`src/rtl/z180_bus_pkg.sv`:
```
// Shared constants and helpers for the Z180 bus strobe conditioning slice.
package z180_bus_pkg;

  localparam int unsigned CNT_W               = 2;
  localparam int unsigned DEBOUNCE_CYCLES_DEF = 250000;
  localparam int unsigned RD_TICK_EDGE        = 0;
  localparam int unsigned WR_TICK_EDGE        = 1;

  // Increment that sticks at the all-ones value instead of wrapping.
  function automatic logic [CNT_W-1:0] sat_inc(input logic [CNT_W-1:0] value);
    if (value == {CNT_W{1'b1}}) begin
      sat_inc = value;
    end else begin
      sat_inc = value + CNT_W'(1);
    end
  endfunction

endpackage

```
`src/rtl/iorq_tick_fsm.sv`:
```
// Counts phi falls within one I/O cycle and emits a single qualification tick.
module iorq_tick_fsm
  import z180_bus_pkg::*;
#(
  parameter int unsigned TICK_EDGE = RD_TICK_EDGE
) (
  input  logic hwclk,
  input  logic fsm_rst,
  input  logic phi_ce,
  input  logic iorq_n,
  input  logic dir_n,
  output logic tick
);

  localparam logic [CNT_W-1:0] EDGE_CNT = CNT_W'(TICK_EDGE);

  logic [CNT_W-1:0] cnt_r;
  logic             active_s;

  assign active_s = ~iorq_n & ~dir_n;

  // Count phi falls seen with the strobe asserted; any idle phi fall restarts it.
  always_ff @(posedge hwclk) begin
    if (fsm_rst) begin
      cnt_r <= {CNT_W{1'b0}};
    end else if (phi_ce) begin
      if (active_s) begin
        cnt_r <= sat_inc(cnt_r);
      end else begin
        cnt_r <= {CNT_W{1'b0}};
      end
    end else begin
      cnt_r <= cnt_r;
    end
  end

  // Mealy output so consumers can capture on the same edge as the phi fall.
  assign tick = phi_ce & active_s & (cnt_r == EDGE_CNT) & ~fsm_rst;

endmodule

```
`src/rtl/switch_debounce.sv`:
```
// Reset push-button conditioning: 2-FF synchroniser plus a level-hold debouncer.
module switch_debounce
  import z180_bus_pkg::*;
#(
  parameter int unsigned DEBOUNCE_CYCLES = DEBOUNCE_CYCLES_DEF
) (
  input  logic hwclk,
  input  logic reset_n,
  input  logic sw_n,
  output logic cpu_reset_n
);

  localparam int unsigned     DB_W    = $clog2(DEBOUNCE_CYCLES + 1);
  localparam logic [DB_W-1:0] DB_LAST = DB_W'(DEBOUNCE_CYCLES - 1);

  logic            sync1_r;
  logic            sync2_r;
  logic [DB_W-1:0] db_cnt_r;

  // Bring the asynchronous button into the hwclk domain; idles released.
  always_ff @(posedge hwclk) begin
    if (!reset_n) begin
      sync1_r <= 1'b1;
      sync2_r <= 1'b1;
    end else begin
      sync1_r <= sw_n;
      sync2_r <= sync1_r;
    end
  end

  // Follow the synchronised level only after it has differed for the full hold time.
  always_ff @(posedge hwclk) begin
    if (!reset_n) begin
      db_cnt_r    <= {DB_W{1'b0}};
      cpu_reset_n <= 1'b0;
    end else if (sync2_r == cpu_reset_n) begin
      db_cnt_r    <= {DB_W{1'b0}};
      cpu_reset_n <= cpu_reset_n;
    end else if (db_cnt_r == DB_LAST) begin
      db_cnt_r    <= {DB_W{1'b0}};
      cpu_reset_n <= sync2_r;
    end else begin
      db_cnt_r    <= db_cnt_r + DB_W'(1);
      cpu_reset_n <= cpu_reset_n;
    end
  end

endmodule

```
`src/rtl/z180_bus_strobe_sync.sv`:
```
// Z180 bus front end: debounced CPU reset and I/O read/write qualification ticks.
module z180_bus_strobe_sync #(
  parameter int unsigned DEBOUNCE_CYCLES = z180_bus_pkg::DEBOUNCE_CYCLES_DEF,
  parameter int unsigned WR_TICK_EDGE    = z180_bus_pkg::WR_TICK_EDGE
) (
  input  logic hwclk,
  input  logic reset_n,
  input  logic phi_ce,
  input  logic sw_n,
  input  logic iorq_n,
  input  logic rd_n,
  input  logic wr_n,
  output logic cpu_reset_n,
  output logic iorq_rd_tick,
  output logic iorq_wr_tick
);

  logic fsm_rst_s;

  // The tick logic also sleeps while the CPU itself is held in reset.
  assign fsm_rst_s = ~reset_n | ~cpu_reset_n;

  switch_debounce #(
    .DEBOUNCE_CYCLES (DEBOUNCE_CYCLES)
  ) u_debounce (
    .hwclk       (hwclk),
    .reset_n     (reset_n),
    .sw_n        (sw_n),
    .cpu_reset_n (cpu_reset_n)
  );

  iorq_tick_fsm #(
    .TICK_EDGE (z180_bus_pkg::RD_TICK_EDGE)
  ) u_rd_tick (
    .hwclk   (hwclk),
    .fsm_rst (fsm_rst_s),
    .phi_ce  (phi_ce),
    .iorq_n  (iorq_n),
    .dir_n   (rd_n),
    .tick    (iorq_rd_tick)
  );

  iorq_tick_fsm #(
    .TICK_EDGE (WR_TICK_EDGE)
  ) u_wr_tick (
    .hwclk   (hwclk),
    .fsm_rst (fsm_rst_s),
    .phi_ce  (phi_ce),
    .iorq_n  (iorq_n),
    .dir_n   (wr_n),
    .tick    (iorq_wr_tick)
  );

endmodule

```
`config.mk`:
```
export PLATFORM = sky130hd
export DESIGN_NAME = z180_bus_strobe_sync
export DESIGN_NICKNAME = d
export VERILOG_FILES = /design/src/rtl/z180_bus_pkg.sv /design/src/rtl/iorq_tick_fsm.sv /design/src/rtl/switch_debounce.sv /design/src/rtl/z180_bus_strobe_sync.sv
export SDC_FILE = /design/constraint.sdc
export NUM_CORES = 1
export LEC_CHECK = 0
export CORE_ASPECT_RATIO = 0.6
export CORE_UTILIZATION = 40
export CTS_CLUSTER_SIZE = 30
export DETAILED_ROUTE_END_ITERATION = 10
export SETUP_SLACK_MARGIN = 0.4
export SYNTH_ARGS = -nofsm -noshare
export SYNTH_HDL_FRONTEND = slang
export SYNTH_SLANG_ARGS = --single-unit
```
`constraint.sdc`:
```
create_clock -name hwclk -period 2 [get_ports hwclk]
set_input_delay 0.3 -clock hwclk [delete_from_list [all_inputs] [get_ports hwclk]]
set_output_delay 0.3 -clock hwclk [all_outputs]
set_load 0.02 [all_outputs]
```
== Word-level counts from Yosys, hierarchy flattened ==
Cells that the tools add are included.

* Bits of input ports: 7
* Flip-flop bits (word level): 25

* Eq/ne operators: 7
* Reduce and logical (&&, ||, !) cells: 5
* Muxes and demuxes: 4
* Bitwise logic cells: 16
* Add/sub/neg operators: 3

{| class="wikitable"
|+ Operators by type and width
! kind !! number
|-
| $add 18x1->18 const B || 1
|-
| $eq 18x18->1 const B || 1
|-
| $and 1x1->1 || 8
|-
| $mux 2 || 4
|-
| $not 1->1 || 7
|-
| $reduce_and 2->1 || 3
|-
| $add 2x1->2 const B || 2
|-
| $eq 2x2->1 const B || 2
|-
| $ne 2x2->1 const B || 2
|-
| $reduce_or 3->1 || 1
|-
| $eq 2x1->1 const B || 1
|-
| $logic_not 2->1 || 1
|-
| $eq 1x1->1 || 1
|-
| $or 1x1->1 || 1
|}

== Depth between registers and ports, before layout ==
Gate-level depths: netlist of the first run.

* Word-level depth: 5
* Depth in mapped cells: 6
* Mapped depth without buffers: 6

== Hierarchy ==
Synthesis of the first run repeated with hierarchy kept, for this count alone.

* Cell total of the unflattened synthesis: 133
* Area total of the unflattened synthesis: 1,249.9 µm²

{| class="wikitable"
|+ Modules (own cells, without submodules)
! module !! area each (µm²) !! sequential area each (µm²) !! times used !! cells an instance
|-
| switch_debounce || 934.6 || 420.4 || 1 || 103
|-
| iorq_tick_fsm at u_rd_tick || 157.7 || 40.0 || 1 || 15
|-
| iorq_tick_fsm at u_wr_tick || 153.9 || 40.0 || 1 || 14
|-
| z180_bus_strobe_sync || 3.8 || 0.0 || 1 || 1
|}

== Least setup slack after synthesis of the first run ==
OpenSTA, ideal clock, no wires.

* Kind: reg2out
* Start point: reg u_debounce.cpu_reset_n
* End point: out iorq_rd_tick
* Buffers on the path: 0
* Cell stages (with the launch flop): 3
* Arrival time: 1,351 ps
* Setup slack: 349 ps
* Cells stage by stage: dfxtp_1 -> nand3_1 -> nor4b_1

* Cells in the longest elaborated chain, start to end: 4

{| class="wikitable"
|+ Ends and longest elaborated chain
! item !! RTL line !! text
|-
| from (decl) || switch_debounce.sv:10 || <nowiki>output logic cpu_reset_n</nowiki>
|-
| from (signal assigned) || switch_debounce.sv:38 || <nowiki>cpu_reset_n <= cpu_reset_n;</nowiki>
|-
| from (signal assigned) || switch_debounce.sv:41 || <nowiki>cpu_reset_n <= sync2_r;</nowiki>
|-
| from (signal assigned) || switch_debounce.sv:44 || <nowiki>cpu_reset_n <= cpu_reset_n;</nowiki>
|-
| $not 1->1 || z180_bus_strobe_sync.sv:21 || <nowiki>assign fsm_rst_s = ~reset_n | ~cpu_reset_n;</nowiki>
|-
| $or 1x1->1 || z180_bus_strobe_sync.sv:21 ||
|-
| $not 1->1 || iorq_tick_fsm.sv:38 || <nowiki>assign tick = phi_ce & active_s & (cnt_r == EDGE_CNT) & ~fsm_rst;</nowiki>
|-
| $and 1x1->1 || iorq_tick_fsm.sv:38 ||
|-
| to (decl) || z180_bus_strobe_sync.sv:14 || <nowiki>output logic iorq_rd_tick,</nowiki>
|}

Every way passes these cells.

== Worst setup path after layout of the first run ==
* Start point: reg u_rd_tick.cnt_r[0]
* End point: out iorq_rd_tick

* Cells in the longest elaborated chain, start to end: 3

{| class="wikitable"
|+ Ends and longest elaborated chain
! item !! RTL line !! text
|-
| from (decl) || iorq_tick_fsm.sv:17 || <nowiki>logic [CNT_W-1:0] cnt_r;</nowiki>
|-
| from (signal assigned) || iorq_tick_fsm.sv:25 || <nowiki>cnt_r <= {CNT_W{1'b0}};</nowiki>
|-
| from (signal assigned) || iorq_tick_fsm.sv:28 || <nowiki>cnt_r <= sat_inc(cnt_r);</nowiki>
|-
| from (signal assigned) || iorq_tick_fsm.sv:30 || <nowiki>cnt_r <= {CNT_W{1'b0}};</nowiki>
|-
| $logic_not 2->1 || iorq_tick_fsm.sv:38 ||
|-
| $and 1x1->1 (2 in series) || iorq_tick_fsm.sv:38 ||
|}

Every way passes these cells.

==> run summary, run 1 <==
status: completed
Root Driver: clkbuf_8
RSZ-0062 raised after global routing: yes
htree depth: 1
largest net degree at the start of global routing: 18
#FFs+latches synth: 25
Syn Inst Count: 134
Cell Rows: 14
Async SR Flop Fraction: 0
cell count after placement: 185
Max-Cap Viols: 0
Synth Net Count: 146
Ys Warns: 0
power density over the cells: 573 nW/um^2
Slew Limit Fails: 0
Worst-Skew Late Latency: 0.26 ns
height of the die: 44.3 microns
Longest Clk Path Bufs: 2
vias per inst: 5.07
min cycle time layout: 1.58 ns
critical path class: reg2out
max frequency: 631 MHz
first-pass GRT wire length: 4110 microns
Final ANT Viol Nets: 0
Worst-Margin Slew: 0.402 ns
CTS tree: yes
Max-Slew Margin vs Limit: 0.729
post-synth top area share: 0.419
Peak VDD IR: 0.295 mV
Final Hold Fails: 0
peak fanout along the critical path: 4
Worst Clk Skew: 0.00280 ns
GRT overflow: 0
top-count cell post-synth: nor2_1
Cell Count, Final, Fillers Out: 189
Final nets: 162
core area: 2660 sq um
Final Util: 0.557
Hold WC Path Type: reg2reg
drt initial violations: 163
DP HPWL: 1820 microns
initial antenna violation count: 0
Cell Area, Synth: 1190 sq um
share of cells above drive strength 1: 0.215
overall routing resource usage: 0.168
WL final: 2400 microns
crit start category: flip-flop
wire per inst: 12.7 microns
Post-CTS Repair Setup Buffers: 0
CTS buffer count: 3
# fillers: 260
Worst setup EP type: output port
die width: 72.6 microns
LEAKAGE: 0.523 nW
crit share post-route: 0.792
Area Growth Syn to Fin: 24.1%
clk sinks: 25
WHS: 0.420 ns
Initial Util: 0.449
Placer Congestion: 0.776
vias in the first global route: 893
Boundary Pins: 10
WP data arrival: 1.28 ns
1st-pass router iterations: 4
Via Count: 958
Post-Route Setup TNS: 0 ns
worst path required time: 1.70 ns
dominant cells by area after synthesis: dfxtp_1, xnor2_1, nor2_1, ha_1, nor4_1
final setup violation count: 0
Syn Area/Cell: 8.92 sq um
top cells by count, synth: nor2_1, dfxtp_1, xnor2_1
antenna cells: 0
post-synthesis sequential area ratio: 0.419
Main synth FF type: dfxtp_1
clk slew on worst S/H paths: 0.08 ns
Remaining DRCs: 0
EDFF count, synth: 0
count of unique library cells instantiated by Yosys: 27
largest area contributor in the netlist: dfxtp_1
area of the die: 3220 sq um
port bufs: 9
per-layer routing:
metal	up-vias	global-route usage	routed length, microns
li1	489	-	-
met3	2	0.0592	111
met1	446	0.247	1290
met2	21	0.237	987
met4	0	0.0314	8
met5	-	0	0
flip-flops by register name, indices dropped and copies added (netlist names):
name and count:
u_rd_tick.cnt_r 2, u_wr_tick.cnt_r 2, u_debounce.sync2_r 1, u_debounce.db_cnt_r 18, u_debounce.sync1_r 1, u_debounce.cpu_reset_n 1
cells by family (layout without fill, tap and decap cells):
logic type      after synthesis  in the layout  share of synthesized area
mux                           1              1                    0.00838
compound gates                9              9                     0.0513
fa+ha+maj                     5              5                     0.0524
simple gates                 67             67                      0.311
buf+inv                      11             26                     0.0408
xor+xnor                     16             16                      0.117
flops                        25             25                      0.419
worst paths after layout:
path	slack [ns]	end	cells past startpoint	from
worst max-delay path	0.42	iorq_rd_tick	5	u_rd_tick.cnt_r[0]
worst min-delay path	0.42	u_debounce.sync2_r	1	u_debounce.sync1_r
worst max register to register	0.51	u_debounce.db_cnt_r[17]	4	u_debounce.db_cnt_r[2]
worst min register to register	0.42	u_debounce.sync2_r	1	u_debounce.sync1_r
report_power, final:
| part | internal [mW] | switching (mW) | leakage [nW] |
|---|---|---|---|
| clock network | 0.142 | 0.148 | 0.0228 |
| logic | 0.0239 | 0.0248 | 0.297 |
| registers | 0.504 | 0.00661 | 0.203 |
| total | 0.670 | 0.180 | 0.523 |
worst max-delay path, cell delays in order (launching register included):
cell     delay, ns
dfxtp_2       0.34
inv_2         0.07
ha_4          0.12
nand3_2       0.07
nor4b_2       0.23
buf_4         0.19
final cells by class:
class | count | area (sq um) | share of cell area
Inverter | 10 | 37.5 | 0.0253
Tap cell | 40 | 50.0 | 0.0338
Timing Repair Buffer | 12 | 114 | 0.0768
Sequential cell | 25 | 503 | 0.339
Clock buffer | 4 | 45.0 | 0.0304
Multi-Input combinational cell | 98 | 733 | 0.495
repair_timing:
item	CTS	global route
pin swaps	1	1
hold buffers	0	0
endpoints found under the setup margin	4	14
resized for setup	22	14
placed cells by master, fill, tap and decap left out, types with 3 or more instances in the layout:
cell type / instances
nor3_1: 3
clkdlybuf4s50_1: 3
xor2_1: 3
nor4_1: 3
buf_4: 4
dfxtp_1: 23
nand4_1: 5
ha_1: 3
inv_1: 8
nor2_1: 25
nor4_2: 3
nor2_2: 3
nand2_1: 7
clkbuf_8: 3
nand3_1: 3
a21oi_1: 5
xnor2_1: 13
stage by stage:
stage / setup WS (ns) / total power, mW / instance area [sq um]
after CTS: 0.391 / 0.859 / 1430
final: 0.416 / 0.850 / 1480
after global placement: -0.0966 / 0.566 / 1360
after global routing: 0.339 / 0.888 / 1480
after detailed placement: -0.163 / 0.568 / 1360
after floorplan: 0.562 / 0.543 / 1210
Note: power is estimated with default switching activity, not from simulation.
==> run 2: changes to the inputs <==
==> constraint.sdc (replaced) <==
create_clock -name hwclk -period 1.6 [get_ports hwclk]
set_input_delay 0.24 -clock hwclk [delete_from_list [all_inputs] [get_ports hwclk]]
set_output_delay 0.24 -clock hwclk [all_outputs]
set_load 0.02 [all_outputs]
==> run 2 against run 1 <==
  * Clock-buffer cell count decreased by 1
  * Cell area increased by 23%
  * Sequential share of layout area is 4.7 points lower
  * Critical endpoint unchanged
  * Largest power group unchanged
==> run summary, run 2 (same netlist as run 1, synthesis figures left out) <==
status: completed (unchanged)
Boundary Pins: 10 (unchanged)
Hold WC Path Type: reg2reg (unchanged)
wire per inst: 14.4 microns (was 12.7 microns)
Reg2Reg Depth: 6 (was 4)
peak fanout along the critical path: 2 (was 4)
RSZ-0062 raised after global routing: yes (unchanged)
Max-Cap Viols: 0 (unchanged)
clk slew on worst S/H paths: 0.09 ns (was 0.08 ns)
Remaining DRCs: 0 (unchanged)
drt initial violations: 32 (was 163)
overall routing resource usage: 0.203 (was 0.168)
Cell Count, Final, Fillers Out: 209 (was 189)
Peak VDD IR: 0.495 mV (was 0.295 mV)
final setup violation count: 0 (unchanged)
crit path buf inv count: 2 (unchanged)
Initial Util: 0.449 (unchanged)
area of the die: 3220 sq um (unchanged)
height of the die: 44.3 microns (unchanged)
Worst-Margin Slew: 0.408 ns (was 0.402 ns)
number of flip-flops in the largest register: 18 (unchanged)
Reg2Reg Launch Point: u_rd_tick.cnt_r[0] (was u_debounce.db_cnt_r[2])
largest net degree at the start of global routing: 15 (was 18)
initial antenna violation count: 0 (unchanged)
share of cells above drive strength 1: 0.550 (was 0.215)
vias per inst: 5.09 (was 5.07)
CTS tree: yes (unchanged)
cell count after placement: 195 (was 185)
CP max-delay cell: dfxtp_2 (unchanged)
power density over the cells: 602 nW/um^2 (was 573 nW/um^2)
worst path required time: 1.36 ns (was 1.70 ns)
DP HPWL: 2050 microns (was 1820 microns)
Stages on worst setup path: 5 (unchanged)
Area Growth Syn to Fin: 53.1% (was 24.1%)
# fillers: 212 (was 260)
Largest regs: u_debounce.db_cnt_r x18, u_rd_tick.cnt_r x2, u_wr_tick.cnt_r x2 (unchanged)
WHS: 0.419 ns (was 0.420 ns)
Final Hold Fails: 0 (unchanged)
Slew Limit Fails: 0 (unchanged)
Worst-Skew Late Latency: 0.27 ns (was 0.26 ns)
crit start category: flip-flop (unchanged)
vias in the first global route: 1062 (was 893)
Biggest register: u_debounce.db_cnt_r (unchanged)
min cycle time layout: 1.49 ns
Final ANT Viol Nets: 0 (unchanged)
1st-pass router iterations: 4 (unchanged)
first-pass GRT wire length: 4890 microns (was 4110 microns)
FF-to-FF setup slack: 0.12 ns (was 0.51 ns)
Longest Clk Path Bufs: 2 (unchanged)
htree depth: 1 (unchanged)
worst path cell trace: inv_2 > ha_4 > nand3_2 > nor4b_2 > buf_4 (unchanged)
WL final: 3000 microns (was 2400 microns)
critical path class: reg2out (unchanged)
core area: 2660 sq um (unchanged)
Critical R2R Capture: u_rd_tick.cnt_r[0] (was u_debounce.db_cnt_r[17])
LEAKAGE: 0.616 nW (was 0.523 nW)
die width: 72.6 microns (unchanged)
Final nets: 182 (was 162)
commonest non-fill, non-tap cells in the layout: buf_4, nor2_1, xnor2_1, nor2_2, dfxtp_2 (was nor2_1, dfxtp_1, xnor2_1, inv_1, nand2_1)
CTS buffer count: 3 (unchanged)
commonest non-fill, non-tap cell in the layout: buf_4 (was nor2_1)
clk sinks: 25 (unchanged)
Top Family by Delay on Critical Path: flip-flops (unchanged)
Placer Congestion: 0.749 (was 0.776)
crit share post-route: 0.933
Worst Setup EP: iorq_rd_tick (unchanged)
Worst Clk Skew: 0.00300 ns (was 0.00280 ns)
Max-Slew Margin vs Limit: 0.726 (was 0.729)
Via Count: 1063 (was 958)
Root Driver: clkbuf_8 (unchanged)
CP peak stage delay: 0.34 ns (about the same)
critical path startpoint: u_rd_tick.cnt_r[1] (was u_rd_tick.cnt_r[0])
Cell Rows: 14 (unchanged)
port bufs: 9 (unchanged)
max frequency: 670 MHz
GRT overflow: 0 (unchanged)
Worst setup EP type: output port (unchanged)
antenna cells: 0 (unchanged)
WP data arrival: 1.25 ns (was 1.28 ns)
Post-CTS Hold Fix Bufs: 0 (unchanged)
run 2: changes by cell type in the layout (fill, tap and decap cells not counted), moves of 5 or more:
cell     change
buf_4       +15
dfxtp_1     -15
buf_6        +5
dfxtp_2     +10
nor2_2       +9
nor2_1      -11
dfxtp_4      +5
run 2: repair_timing:
| action | CTS | global route |
|---|---|---|
| resized for setup | 56 | 24 |
| cloned | 1 | 0 |
| buffers inserted | 7 | 2 |
| pin swaps | 22 | 6 |
| setup endpoints to repair | 25 | 25 |
| hold endpoints to repair | 0 | 0 |
run 2: stage by stage:
stage	utilization	setup TNS, ns	total power [mW]	setup WS [ns]	area, sq um
2_1_floorplan	-	0	0.682	0.233	1280
6_report	0.687	0	1.10	0.108	1830
3_5_place_dp	0.566	-1.43	0.727	-0.419	1510
4_1_cts	0.655	0	1.10	0.0885	1740
3_3_place_gp	0.566	-1.23	0.722	-0.399	1510
5_1_grt	0.687	0	1.14	0.0561	1830
run 2: cell type report:
type / instances / area [sq um] / area share
multi-input cells: 98 / 891 / 0.487
flip-flops and latches: 25 / 534 / 0.292
inverters: 10 / 37.5 / 0.0205
well taps: 40 / 50.0 / 0.0274
clock buffers: 3 / 41.3 / 0.0226
repair buffers: 32 / 270 / 0.148
clock inverters: 1 / 5.00 / 0.00274
run 2: metal layers:
metal | part of all wire | track usage | routed length (microns)
met2 | 0.48 | 0.346 | 1440
met5 | 0 | 0 | 0
met4 | 0.0030 | 0.0235 | 9
met1 | 0.49 | 0.274 | 1460
met3 | 0.031 | 0.0478 | 92
run 2: how the worst min path moves through the flow:
stage | start | to | depth (start not counted)
final | u_debounce.sync1_r | u_debounce.sync2_r | 1
after global placement | u_debounce.sync1_r | u_debounce.sync2_r | 1
after floorplan | reset_n | u_debounce.sync1_r | 1
after global routing | u_debounce.sync1_r | u_debounce.sync2_r | 1
after CTS | u_debounce.sync1_r | u_debounce.sync2_r | 1
after detailed placement | u_debounce.sync1_r | u_debounce.sync2_r | 1
run 2: where the power goes:
part | total [mW] | switching, mW | internal [mW]
logic | 0.0904 | 0.0444 | 0.0461
clock network | 0.375 | 0.201 | 0.174
registers | 0.636 | 0.0115 | 0.625
total | 1.10 | 0.257 | 0.845
==> run 3: changes to the inputs <==
--- a/config.mk
+++ b/config.mk
@@ -9,6 +9,8 @@
 export CORE_UTILIZATION = 40
 export CTS_CLUSTER_SIZE = 30
 export DETAILED_ROUTE_END_ITERATION = 10
+export GPL_TIMING_DRIVEN = 0
+export HOLD_SLACK_MARGIN = 0.03
 export SETUP_SLACK_MARGIN = 0.4
 export SYNTH_ARGS = -nofsm -noshare
 export SYNTH_HDL_FRONTEND = slang
==> run 3 against run 2 <==
  * Register-to-register slack lost 0.07 ns
  * Clock-buffer cell count unchanged
  * Maximum frequency fell by 5.5%
  * Combinational power increased by 1%
  * Sequential share of layout area up 0.65 points
  * Critical path depth did not move
  * Worst setup slack got worse by 0.087 ns
  * Via count fell by 2.8%
  * Sequential power is essentially flat
  * Critical path type unchanged
  * Largest cell class unchanged
  * Highest routed layer unchanged
==> run summary, run 3 (same netlist as run 1, synthesis figures left out) <==
Worst-Margin Slew: 0.390 ns (was 0.408 ns)
Worst-Skew Late Latency: 0.27 ns (about the same)
CTS buffer count: 3 (unchanged)
overall routing resource usage: 0.205 (was 0.203)
die width: 72.6 microns (unchanged)
Remaining DRCs: 0 (unchanged)
Final ANT Viol Nets: 0 (unchanged)
Via Count: 1033 (was 1063)
core area: 2660 sq um (unchanged)
Final nets: 173 (was 182)
Worst Clk Skew: 0.00338 ns (was 0.00300 ns)
worst path required time: 1.36 ns (about the same)
FF-to-FF setup slack: 0.05 ns (was 0.12 ns)
Final Util: 0.671 (was 0.687)
power density over the cells: 618 nW/um^2 (was 602 nW/um^2)
critical path class: reg2out (unchanged)
Initial Util: 0.449 (unchanged)
initial antenna violation count: 0 (unchanged)
Total Power: 1.10 mW (about the same)
Max-Cap Viols: 0 (unchanged)
Area Growth Syn to Fin: 49.4% (was 53.1%)
number of flip-flops in the largest register: 18 (unchanged)
Biggest register: u_debounce.db_cnt_r (unchanged)
Root Driver: clkbuf_8 (unchanged)
share of cells above drive strength 1: 0.500 (was 0.550)
Reg2Reg Depth: 5 (was 6)
RSZ-0062 raised after global routing: yes (unchanged)
GRT overflow: 0 (unchanged)
area of the die: 3220 sq um (unchanged)
routed length on met1: 1420 microns (was 1460 microns)
clk sinks: 25 (unchanged)
Hold Crit Depth: 2 (was 1)
hold_sp: reset_n (was u_debounce.sync1_r)
Worst setup EP type: output port (unchanged)
Placer Congestion: 0.784 (was 0.749)
Post-CTS Hold Fix Bufs: 0 (unchanged)
WL final: 3010 microns (was 3000 microns)
final setup violation count: 0 (unchanged)
Max-Slew Margin vs Limit: 0.738 (was 0.726)
htree depth: 1 (unchanged)
port bufs: 9 (unchanged)
commonest non-fill, non-tap cells in the layout: nor2_1, xnor2_1, buf_4, dfxtp_1, nor2_4 (was buf_4, nor2_1, xnor2_1, nor2_2, dfxtp_2)
1st-pass router iterations: 4 (unchanged)
max frequency: 633 MHz (was 670 MHz)
Peak VDD IR: 0.341 mV (was 0.495 mV)
height of the die: 44.3 microns (unchanged)
routed length on met3: 172 microns (was 92 microns)
largest net degree at the start of global routing: 15 (unchanged)
wire per inst: 15.0 microns (was 14.4 microns)
Reg2Reg Launch Point: u_debounce.db_cnt_r[13] (was u_rd_tick.cnt_r[0])
Longest Clk Path Bufs: 2 (unchanged)
Boundary Pins: 10 (unchanged)
WP data arrival: 1.34 ns (was 1.25 ns)
Met2 Wirelength: 1380 microns (was 1440 microns)
Hold EP: u_debounce.sync1_r (was u_debounce.sync2_r)
Critical R2R Capture: u_debounce.db_cnt_r[7] (was u_rd_tick.cnt_r[0])
vias per inst: 5.17 (was 5.09)
clk slew on worst S/H paths: 0.09 ns (about the same)
drt initial violations: 75 (was 32)
antenna cells: 0 (unchanged)
DP HPWL: 1780 microns (was 2050 microns)
Largest regs: u_debounce.db_cnt_r x18, u_rd_tick.cnt_r x2, u_wr_tick.cnt_r x2 (unchanged)
CTS tree: yes (unchanged)
DR top layer: met4 (unchanged)
status: completed (unchanged)
Slew Limit Fails: 0 (unchanged)
Final Hold Fails: 0 (unchanged)
vias in the first global route: 1006 (was 1062)
first-pass GRT wire length: 4820 microns (was 4890 microns)
crit share post-route: 0.987 (was 0.933)
crit start category: flip-flop (unchanged)
Hold WC Path Type: in2reg (was reg2reg)
Cell Rows: 14 (unchanged)
LEAKAGE: 0.575 nW (was 0.616 nW)
peak fanout along the critical path: 2 (unchanged)
min cycle time layout: 1.58 ns (was 1.49 ns)
[run 3: final cells by class]
type,count,area (sq um)
Clock inverter,1,5.00
Inverter,10,37.5
Timing Repair Buffer,22,200
Clock buffer,3,41.3
Multi-Input combinational cell,98,907
Fill cell,214,877
Sequential cell,25,533
Tap cell,40,50.0
Buffer,1,11.3
[run 3: power breakdown]
| part | internal (mW) | switching, mW |
|---|---|---|
| logic | 0.0434 | 0.0481 |
| clock network | 0.174 | 0.202 |
| registers | 0.623 | 0.0124 |
[run 3: timing repair]
item / in CTS / in global routing
buffers inserted: 12 / 0
endpoints found under the setup margin: 25 / 24
resized for setup: 53 / 28
endpoints found under the hold margin: 0 / 0
cloned: 1 / 0
pin swaps: 15 / 4
[run 3: stage by stage]
step	cell area [sq um]	setup TNS (ns)	std cells	setup WS (ns)	hold slack (ns)
3_3_place_gp	1420	-1.37	183	-0.602	0.391
6_report	1790	0	200	0.0203	0.360
4_1_cts	1680	0	200	0.0844	0.348
3_5_place_dp	1420	-1.52	183	-0.611	0.391
2_1_floorplan	1280	0	134	0.233	0.313
5_1_grt	1790	-0.0181	200	-0.0181	0.396
[run 3: worst max-delay path by stage]
stage / start / cells past startpoint / slack [ns] / endpoint
after detailed placement: reset_n / 4 / -0.61 / iorq_wr_tick
after global routing: u_rd_tick.cnt_r[1] / 5 / -0.02 / iorq_rd_tick
after global placement: reset_n / 4 / -0.60 / iorq_wr_tick
after floorplan: u_debounce.db_cnt_r[10] / 5 / 0.23 / u_debounce.db_cnt_r[4]
after CTS: u_rd_tick.cnt_r[1] / 5 / 0.08 / iorq_rd_tick
final: u_rd_tick.cnt_r[1] / 5 / 0.02 / iorq_rd_tick
[run 3: critical path, stage by stage (launching register included)]
cell and delay (ns):
dfxtp_2 0.34, inv_2 0.07, ha_4 0.13, nand3_2 0.08, nor4b_2 0.25, buf_4 0.19
[run 3: routing by layer]
metal | track usage | up-vias
met2 | 0.293 | 29
met3 | 0.0592 | 5
met5 | 0 | -
met1 | 0.292 | 483
li1 | - | 516
met4 | 0.0824 | 0
